[src/rtl/freq_gate_controller.sv]
`default_nettype none
// ============================================================================
// Module  : freq_gate_controller
// Brief   : Gated frequency measurement sequencer driving an external counter.
// Revision: 1.0 - initial release
// ============================================================================
module freq_gate_controller #(
   parameter int CNT_W  = 32,
   parameter int GATE_W = 32,
   parameter int SETTLE = 2
) (
   input  logic              clk_i,
   input  logic              rst_ni,
   input  logic              start_i,
   input  logic              abort_i,
   input  logic              cont_i,
   input  logic [GATE_W-1:0] gate_len_i,
   input  logic [CNT_W-1:0]  count_i,
   input  logic              result_ack_i,
   output logic              counter_clr_o,
   output logic              counter_en_o,
   output logic [CNT_W-1:0]  result_o,
   output logic              result_valid_o,
   output logic              busy_o,
   output logic              overrun_o,
   output logic              sat_o,
   output logic              err_o
);

   localparam logic [2:0] S_IDLE   = 3'd0;
   localparam logic [2:0] S_CLEAR  = 3'd1;
   localparam logic [2:0] S_GATE   = 3'd2;
   localparam logic [2:0] S_SETTLE = 3'd3;
   localparam logic [2:0] S_LATCH  = 3'd4;

   localparam logic [3:0]        SETTLE_LD = 4'(SETTLE);
   localparam logic [GATE_W-1:0] GATE_ONE  = GATE_W'(1);

   logic [2:0]        state_q, state_d;
   logic [GATE_W-1:0] gate_len_q, gate_len_d;
   logic [GATE_W-1:0] timer_q, timer_d;
   logic [3:0]        settle_q, settle_d;
   logic              clr_q, clr_d;
   logic              en_q, en_d;
   logic              busy_q, busy_d;
   logic [CNT_W-1:0]  result_q, result_d;
   logic              valid_q, valid_d;
   logic              ovr_q, ovr_d;
   logic              sat_q, sat_d;
   logic              err_q, err_d;

   logic w_start_ok;
   logic w_start_bad;
   logic w_latch;

   // Abort outranks start, so an aborted start neither arms nor flags an error.
   assign w_start_ok  = (state_q == S_IDLE) && start_i && !abort_i && (gate_len_i != '0);
   assign w_start_bad = (state_q == S_IDLE) && start_i && !abort_i && (gate_len_i == '0);
   assign w_latch     = (state_q == S_LATCH);

   always_ff @(posedge clk_i or negedge rst_ni) begin
      if (!rst_ni) begin
         state_q <= S_IDLE;
      end else begin
         state_q <= state_d;
      end
   end

   always_comb begin
      state_d = state_q;
      case (state_q)
         S_IDLE:   if (w_start_ok) state_d = S_CLEAR;
         S_CLEAR:  state_d = abort_i ? S_IDLE : S_GATE;
         S_GATE: begin
            if (abort_i)                   state_d = S_IDLE;
            else if (timer_q == GATE_ONE)  state_d = S_SETTLE;
         end
         S_SETTLE: begin
            if (abort_i)                   state_d = S_IDLE;
            else if (settle_q == 4'd1)     state_d = S_LATCH;
         end
         S_LATCH:  state_d = (cont_i && !abort_i) ? S_CLEAR : S_IDLE;
         default:  state_d = S_IDLE;
      endcase
   end

   // Timer counts down to 1, so an all-ones gate length never wraps.
   always_comb begin
      gate_len_d = w_start_ok ? gate_len_i : gate_len_q;
      timer_d    = timer_q;
      settle_d   = settle_q;
      if (state_q == S_CLEAR) timer_d = gate_len_q;
      if (state_q == S_GATE) begin
         timer_d  = timer_q - GATE_ONE;
         settle_d = SETTLE_LD;
      end
      if (state_q == S_SETTLE) settle_d = settle_q - 4'd1;

      clr_d  = (state_d == S_CLEAR);
      en_d   = (state_d == S_GATE);
      busy_d = (state_d != S_IDLE);
      err_d  = w_start_bad;

      result_d = w_latch ? count_i : result_q;
      sat_d    = w_latch ? (count_i == {CNT_W{1'b1}}) : sat_q;
      if (w_latch)           valid_d = 1'b1;
      else if (result_ack_i) valid_d = 1'b0;
      else                   valid_d = valid_q;

      if (w_start_ok)                               ovr_d = 1'b0;
      else if (w_latch && valid_q && !result_ack_i) ovr_d = 1'b1;
      else                                          ovr_d = ovr_q;
   end

   always_ff @(posedge clk_i or negedge rst_ni) begin
      if (!rst_ni) begin
         gate_len_q <= '0;
         timer_q    <= '0;
         settle_q   <= '0;
         clr_q      <= 1'b0;
         en_q       <= 1'b0;
         busy_q     <= 1'b0;
         result_q   <= '0;
         valid_q    <= 1'b0;
         ovr_q      <= 1'b0;
         sat_q      <= 1'b0;
         err_q      <= 1'b0;
      end else begin
         gate_len_q <= gate_len_d;
         timer_q    <= timer_d;
         settle_q   <= settle_d;
         clr_q      <= clr_d;
         en_q       <= en_d;
         busy_q     <= busy_d;
         result_q   <= result_d;
         valid_q    <= valid_d;
         ovr_q      <= ovr_d;
         sat_q      <= sat_d;
         err_q      <= err_d;
      end
   end

   assign counter_clr_o  = clr_q;
   assign counter_en_o   = en_q;
   assign result_o       = result_q;
   assign result_valid_o = valid_q;
   assign busy_o         = busy_q;
   assign overrun_o      = ovr_q;
   assign sat_o          = sat_q;
   assign err_o          = err_q;

endmodule
`default_nettype wire

[config.mk]
export PLATFORM = sky130hd
export DESIGN_NAME = freq_gate_controller
export DESIGN_NICKNAME = d
export VERILOG_FILES = /design/src/rtl/freq_gate_controller.sv
export SDC_FILE = /design/constraint.sdc
export NUM_CORES = 1
export LEC_CHECK = 0
export ABC_AREA = 0
export CORE_MARGIN = 10
export CORE_UTILIZATION = 40
export CTS_BUF_LIST = sky130_fd_sc_hd__clkbuf_4 sky130_fd_sc_hd__clkbuf_8 sky130_fd_sc_hd__clkbuf_16
export DETAILED_ROUTE_END_ITERATION = 10
export PLACE_DENSITY = 0.68
export SLEW_MARGIN = 5
export SYNTH_ARGS = -nofsm -noshare
export SYNTH_HDL_FRONTEND = slang
export SYNTH_SLANG_ARGS = --single-unit
[constraint.sdc]
create_clock -name clk_i -period 2.32 [get_ports clk_i]
set_input_delay 0.464 -clock clk_i [delete_from_list [all_inputs] [get_ports clk_i]]
set_output_delay 0.464 -clock clk_i [all_outputs]
set_load 0.02 [all_outputs]
==> After elaboration in Yosys (flattened, before gate mapping) <==
Cells that the tools add are included.
{ "totals": {"register_bits": 110, "inputBits": 70, "out_inout_bits": 39, "wordCells": 56} }
{ "classes": {"add_sub_neg": 2, "n_eq_ne": 9, "mux": 16, "reduce_logical": 17} }
{ "ops": {"columns": ["op", "n"], "rows": [
  ["$mux 32", 2],
  ["$eq 32x1->1 const B", 1],
  ["$eq 32x32->1 const B", 1],
  ["$logic_not 32->1", 1],
  ["$reduce_bool 32->1", 1],
  ["$sub 32x1->32 const B", 1],
  ["$mux 3", 5],
  ["$pmux 3 s5", 1],
  ["$eq 3x2->1 const B", 3],
  ["$mux 4", 2],
  ["$reduce_bool 2->1", 4],
  ["$logic_and 1x1->1", 7],
  ["$eq 3x1->1 const B", 2],
  ["$mux 1", 5],
  ["$eq 4x1->1 const B", 1],
  ["$sub 4x1->4 const B", 1],
  ["$eq 3x3->1 const B", 1],
  ["$logic_not 3->1", 1],
  ["$reduce_bool 3->1", 1],
  ["$logic_not 1->1", 2],
  ["$mux 2", 1]
]} }

==> Longest topological paths before layout <==
Gate-level depths: netlist of the first run.
{ "logic_depth": {"ltp_word": 7, "depth_mapped": 7, "ltp_nobuf": 6} }

==> Worst setup path before layout of the first run <==
OpenSTA, ideal clock, no wires.
{ "synth_path": {"path_kind": "register to register", "from": "reg timer_q[6]", "to": "reg timer_q[19]", "setup_time_ns": 0.124, "arrival_time_ns": 1.772, "required_ns": 2.196, "slack_ns": 0.424, "path_stages_with_launch": 5, "n_path_buf": 0, "synth_period_minus_slack_ns": 1.896, "path_cell_list": "dfrtp_1 -> or4_4 -> nor4_4 -> a31oi_1 -> a211o_1"} }
{ "synth_between": {"elab_chain_len": 2} }
{ "synth_lines": {"columns": ["element", "line_no", "text"], "rows": [
  ["from (decl)", "41", "logic [GATE_W-1:0] timer_q, timer_d;"],
  ["from (signal assigned)", "130", "timer_q <= timer_d;"],
  ["$sub 32x1->32", "94", "timer_d = timer_q - GATE_ONE;"],
  ["$mux 32", "93", "if (state_q == S_GATE) begin"]
]} }
No other way between the ends.
A chain may end at the register's enable or synchronous reset.

==> Worst setup path in the final report of the first run <==
{ "layout_path": {"from": "in gate_len_i[16]", "to": "reg gate_len_q[29]"} }
{ "layout_between": {"elab_chain_len": 2} }
{ "layout_lines": {"columns": ["element", "line_no", "text"], "rows": [
  ["from (decl)", "17", "input logic [GATE_W-1:0] gate_len_i,"],
  ["$reduce_bool 32->1", "57", "assign w_start_ok = (state_q == S_IDLE) && start_i && !abort_i && (gate_len_i != '0);"],
  ["$logic_and 1x1->1", "57", null],
  ["to (signal assigned)", "129", "gate_len_q <= gate_len_d;"],
  ["to (decl)", "40", "logic [GATE_W-1:0] gate_len_q, gate_len_d;"]
]} }
No other way between the ends.

==> results.yml, run 1 <==
sta:
  layout_min_cycle_time_ps: 2190
  setup_slack_ps: 132
  report.final.slew_viol_count: 0
  worst_clock_skew_ps: 9.78
  final.period_utilization: 0.943
  report.final.setup_viol: 0
  fin_worst_hold_slack_ps: 38.7
  final-hold-violation-count: 0
  max_slew_margin: 0.672
  tightestPinTransition_ps: 489
  rsz0062_at_grt: "false"
  fmax_ghz: 0.457
finish:
  multi_input_area_um2: 2320
  layout.cell_area.non_filler_um2: 7120
  regArea_um2: 2750
  drive_above_1_share: 0.177
  antenna_cells: 0
  final.fill_count: 1109
  area_growth_syn_to_layout_pct: 37.3
  nNetsFinal: 736
run_status:
  outcome: "finished clean"
synthesis:
  top_flip_flop_cell_by_instance_count_after_synthesis: "dfrtp_1"
  synth_seq_cells: 110
  synth_warnings: 0
  synthDominantAreaCellType: "dfrtp_1"
  synthesis.instances: 516
  syn_nets: 590
  async_flop_share: 1.00
  synth_commonest_cells: "nand2_1, dfrtp_1, mux2_2"
  synth_most_common_cell: "nand2_1"
  ys_seq_area_frac: 0.531
  synth_area_leaders: "dfrtp_1, nand2_1, mux2_2"
  netlist_area_um2: 5190
  portion_of_synthesized_cell_area_occupied_by_the_leading_cell_type: 0.531
  synth_edf_count: 0
  avgSynthCellArea_um2: 10.1
  synth_cell_type_count: 57
clocking:
  numCtsBuffers: 9
  cts_repair_resize_count: 0
  path_clk_slew_ps: 80
  clock_tree.buffer_depth: 2
  post_cts_hold_buffer_count: 0
  cts.repair_timing.setup_buffer_count: 0
  clock_latency_ps: 350
  cts_root_buf: "clkbuf_16"
  tritoncts: "yes"
  cts_h_tree_lvls: 3
  cts.sink_count: 110
worst_setup_path:
  rrSetupSlack_ps: 220
  worstPathMaxFanout: 17
  ff2ff_path_depth: 5
  worstReg2RegStart: "state_q[2]"
  worstReg2RegEnd: "timer_q[14]"
  crit_path_cell_trace: "clkdlybuf4s50_1 > nor4_1 > buf_4 > nand4_1 > o21bai_4 > buf_12 > mux2_2"
  critical_path.endpoint_type: "flip-flop"
  timing.critical_path.required_ps: 2560
  timing_worst_setup_path_type: "in -> reg"
  cp_slowest_cell: "clkdlybuf4s50_1"
  arrival_ps: 2430
  crit_end: "gate_len_q[29]"
  worstSetupStartpoint: "gate_len_i[16]"
  cpPeakStageDelay_ps: 430
  critical_path.startpoint_type: "primary input"
global_routing:
  initial_antenna_violation_count: 0
  grt.met1_usage: 0.202
  track_usage: 0.160
  met2_usage: 0.266
  grt_pass1_wl_um: 23500
  number_of_global_route_vias_before_repair: 4594
  busiest_layer: "met2"
  grt_start_max_net_pins: 53
  globalRoute.totalOverflow: 0
  met3_track_demand_over_resource: 0.0250
floorplanning:
  placementRows: 41
  initial_core_util: 0.409
  coreArea_um2: 12700
  die_area_um2: 17900
  die_w_um: 134
  chipHeight_um: 134
  ios: 109
pwr:
  leakagePower_nw: 3.01
  irDropWorstVdd_uv: 377
  totalPowerFinal_mw: 5.79
  power.density_cell_area_nw_per_um2: 813
place:
  gp_congestion: 0.864
  detailed_place_hpwl_um: 10800
  dpl-instance-area_um2: 6830
  preCtsSetupSlack_ps: -205
  port_buffers: 108
drt:
  route.vias.total: 4536
  drc_errors: 0
  vias_per_cell: 5.41
  wirelength_um: 14400
  dr.pass1.iters: 5
  avgRoutedWirePerCell_um: 17.2
  drt_iter0_drc: 498
  detail-route-antenna-nets: 0
worst_hold_path:
  holdCritPathClass: "in -> async"
job:
  cap_viol_max_count: 0
[stage by stage]
stage,std cells,setup TNS (ps),util
6_report,839,0,0.562
5_1_grt,839,0,0.562
4_1_cts,839,0,0.562
3_5_place_dp,823,-6530,0.539
3_3_place_gp,823,-6500,0.539
2_1_floorplan,516,0,-
[power breakdown]
group	switching (mW)	internal [mW]	total, mW
Sequential	0.418	2.34	2.76
Clock	0.777	0.766	1.54
Combinational	0.732	0.760	1.49
[cells in the final DEF (no fill, tap or decap), drive strengths merged, types with 12 or more instances in the layout]
| cell | Yosys | routed |
|---|---|---|
| buf | 10 | 53 |
| clkdlybuf4s50 | 0 | 107 |
| dfrtp | 110 | 110 |
| mux2 | 32 | 32 |
| nand2 | 128 | 128 |
| nand3 | 13 | 13 |
| nand4 | 17 | 17 |
| nor2 | 31 | 31 |
| nor3 | 19 | 19 |
| nor4 | 20 | 20 |
| o21ai | 12 | 12 |
[worst max-delay path: cells and delay by family]
kind | cells | cell delay, ps
simple gates | 2 | 560
mux | 1 | 350
compound gates | 1 | 250
buf+inv | 3 | 790
[state kept, by name, summed over array words and instances (netlist names)]
register	count
result_valid_o	1
gate_len_q	32
state_q	3
busy_o	1
counter_clr_o	1
counter_en_o	1
settle_q	4
result_o	32
sat_o	1
overrun_o	1
err_o	1
timer_q	32
[worst min path at each step]
stage | depth (start not counted) | slack (ps) | endpoint | startpoint
after CTS | 1 | 60 | gate_len_q[13] | rst_ni
after global routing | 1 | 60 | gate_len_q[13] | rst_ni
after global placement | 1 | 420 | gate_len_q[13] | rst_ni
final | 1 | 40 | gate_len_q[13] | rst_ni
after detailed placement | 1 | 430 | timer_q[11] | rst_ni
after floorplan | 0 | 170 | busy_o | rst_ni
[metal layers]
layer  routed length [um]  vias up
met5                    0        -
met4                  341        0
met3                  582       23
met2                 7130      139
met1                 6340     2209
li1                     -     2165
[final cells by class]
| class | instances | area share |
|---|---|---|
| flip-flops and latches | 110 | 0.386 |
| multi-input cells | 376 | 0.326 |
| repair buffers | 160 | 0.213 |
| clock buffers | 9 | 0.0316 |
| well taps | 172 | 0.0302 |
| clock inverters | 7 | 0.0102 |
| inverters | 5 | 0.00263 |
[cell families (layout without fill, tap and decap cells)]
group	Yosys count	after routing	synth area share
AO/OA/AOI/OAI	71	71	0.102
adder cells (fa/ha/maj)	4	4	0.00965
buffers and inverters	30	181	0.0261
flip-flops	110	110	0.531
multiplexers	34	34	0.0733
AND/OR/NAND/NOR	267	267	0.258
(Power assumes the default switching activity.)
==> inputs of run 2 (changes only) <==
Settings changed: CTS_CLUSTER_DIAMETER from default to 50.
==> results of run 2 <==
Same layout as run 1: the final DEF is identical, and so are final timing and power.
==> inputs of run 3 (changes only) <==
Clock period 2.32 ns to 2.3 ns, I/O delays scaled along.
==> run 3 against run 2 <==
Net effect:
- combinational power about the same
- clock power is 3% higher
- core utilization up 0.15 points
- via count rose by 0.22%
- global-route usage is essentially flat
- register-to-register slack worse by 120 ps
- first-iteration DRC count is 26% lower
- power rose by 1.5%
- sequential cell count is the same
- design area is 0.26% higher
- hold slack lost 7.7 ps
- largest cell class unchanged
- highest routed layer unchanged
==> results.yml, run 3 (synthesis results as in run 1) <==
clocking:
  cts_h_tree_lvls: 3
  cts.sink_count: 110
  clock_tree.buffer_depth: 2
  post_cts_hold_buffer_count: 0
  numCtsBuffers: 9
  path_clk_slew_ps: 80
  clock_latency_ps: 360
  tritoncts: "yes"
  cts_root_buf: "clkbuf_16"
global_routing:
  initial_antenna_violation_count: 0
  number_of_global_route_vias_before_repair: 4613
  globalRoute.totalOverflow: 0
  grt_pass1_wl_um: 23700
  grt_start_max_net_pins: 53
  track_usage: 0.160
drt:
  drc_errors: 0
  route.vias.total: 4546
  wirelength_um: 14300
  vias_per_cell: 5.41
  drt_iter0_drc: 369
  detail-route-antenna-nets: 0
  dr.pass1.iters: 5
  avgRoutedWirePerCell_um: 17.1
floorplanning:
  chipHeight_um: 134
  coreArea_um2: 12700
  die_w_um: 134
  initial_core_util: 0.409
  die_area_um2: 17900
  placementRows: 41
  ios: 109
finish:
  antenna_cells: 0
  drive_above_1_share: 0.178
  layout.cells.most_common_list: "nand2_1, dfrtp_1, clkdlybuf4s50_1"
  nNetsFinal: 737
  final.fill_count: 1118
  post_layout_nonfiller_instances: 840
  layout_commonest_cell: "nand2_1"
  postLayoutCoreUtil: 0.564
  area_growth_syn_to_layout_pct: 37.7
pwr:
  irDropWorstVdd_uv: 459
  power.density_cell_area_nw_per_um2: 823
  leakagePower_nw: 3.02
sta:
  worst_clock_skew_ps: 11.6
  layout_min_cycle_time_ps: 2200
  final-hold-violation-count: 0
  final.setup.tns_ps: 0
  max_slew_margin: 0.629
  fmax_ghz: 0.454
  setup_slack_ps: 98.7
  report.final.setup_viol: 0
  tightestPinTransition_ps: 552
  rsz0062_at_grt: "false"
  fin_worst_hold_slack_ps: 31.0
  final.period_utilization: 0.957
  report.final.slew_viol_count: 0
place:
  port_buffers: 108
  place_inst: 823
  preCtsSetupSlack_ps: -223
  detailed_place_hpwl_um: 10700
  gp_congestion: 0.861
worst_setup_path:
  arrival_ps: 2450
  timing_worst_setup_path_type: "reg -> reg"
  timing.critical_path.required_ps: 2550
  cpPeakStageDelay_ps: 730
  rrSetupSlack_ps: 100
  crit_path_cell_trace: "or4_1 > nor4_4 > buf_4 > a211oi_1 > a311oi_1"
  worstPathMaxFanout: 7
  critical_path.endpoint_type: "flip-flop"
  critical_path.startpoint_type: "flip-flop"
  ff2ff_path_depth: 5
  worstReg2RegStart: "timer_q[2]"
  cp_slowest_cell: "or4_1"
  worstReg2RegEnd: "timer_q[13]"
run_status:
  outcome: "finished clean"
worst_hold_path:
  holdCritPathClass: "in -> async"
job:
  cap_viol_max_count: 0
run 3: report_power, final:
group	switching, mW	internal (mW)
Combinational	0.738	0.766
Sequential	0.425	2.36
Clock	0.806	0.784
run 3: critical path, delay by kind of cell (launching register included):
kind	cells	cell delay, ps
compound gates	2	290
buf+inv	1	190
flops	1	460
simple gates	2	1160
run 3: final cells by class:
| class | count | area [um2] | area share |
|---|---|---|---|
| well taps | 172 | 215 | 0.0301 |
| inverters | 5 | 18.8 | 0.00263 |
| clock inverters | 7 | 83.8 | 0.0117 |
| flip-flops and latches | 110 | 2750 | 0.385 |
| repair buffers | 161 | 1530 | 0.214 |
| multi-input cells | 376 | 2320 | 0.325 |
| clock buffers | 9 | 225 | 0.0315 |
run 3: stage by stage:
step	power [mW]	instance area, um2
2_1_floorplan	3.60	5190
3_3_place_gp	4.22	6830
3_5_place_dp	4.31	6830
4_1_cts	5.90	7130
5_1_grt	6.21	7140
6_report	5.88	7140
run 3: how the worst max path moves through the flow:
stage,start,to,cells past startpoint
floorplan,timer_q[6],timer_q[19],4
global placement,gate_len_i[16],gate_len_q[15],7
detailed placement,gate_len_i[16],gate_len_q[28],7
CTS,gate_len_i[16],gate_len_q[28],7
global route,timer_q[2],timer_q[17],4
finish,timer_q[2],timer_q[13],5
run 3: what timing repair did:
item | CTS | global route
setup endpoints to repair | 0 | 1
buffers inserted | 0 | 1
resized for setup | 0 | 0
run 3: layer usage:
layer  global-route usage  vias up  wire [um]
li1                     -     2169          -
met1                0.205     2189       6190
met2                0.259      164       7010
met3               0.0299       24        822
met4               0.0689        0        310
met5                    0        -          0
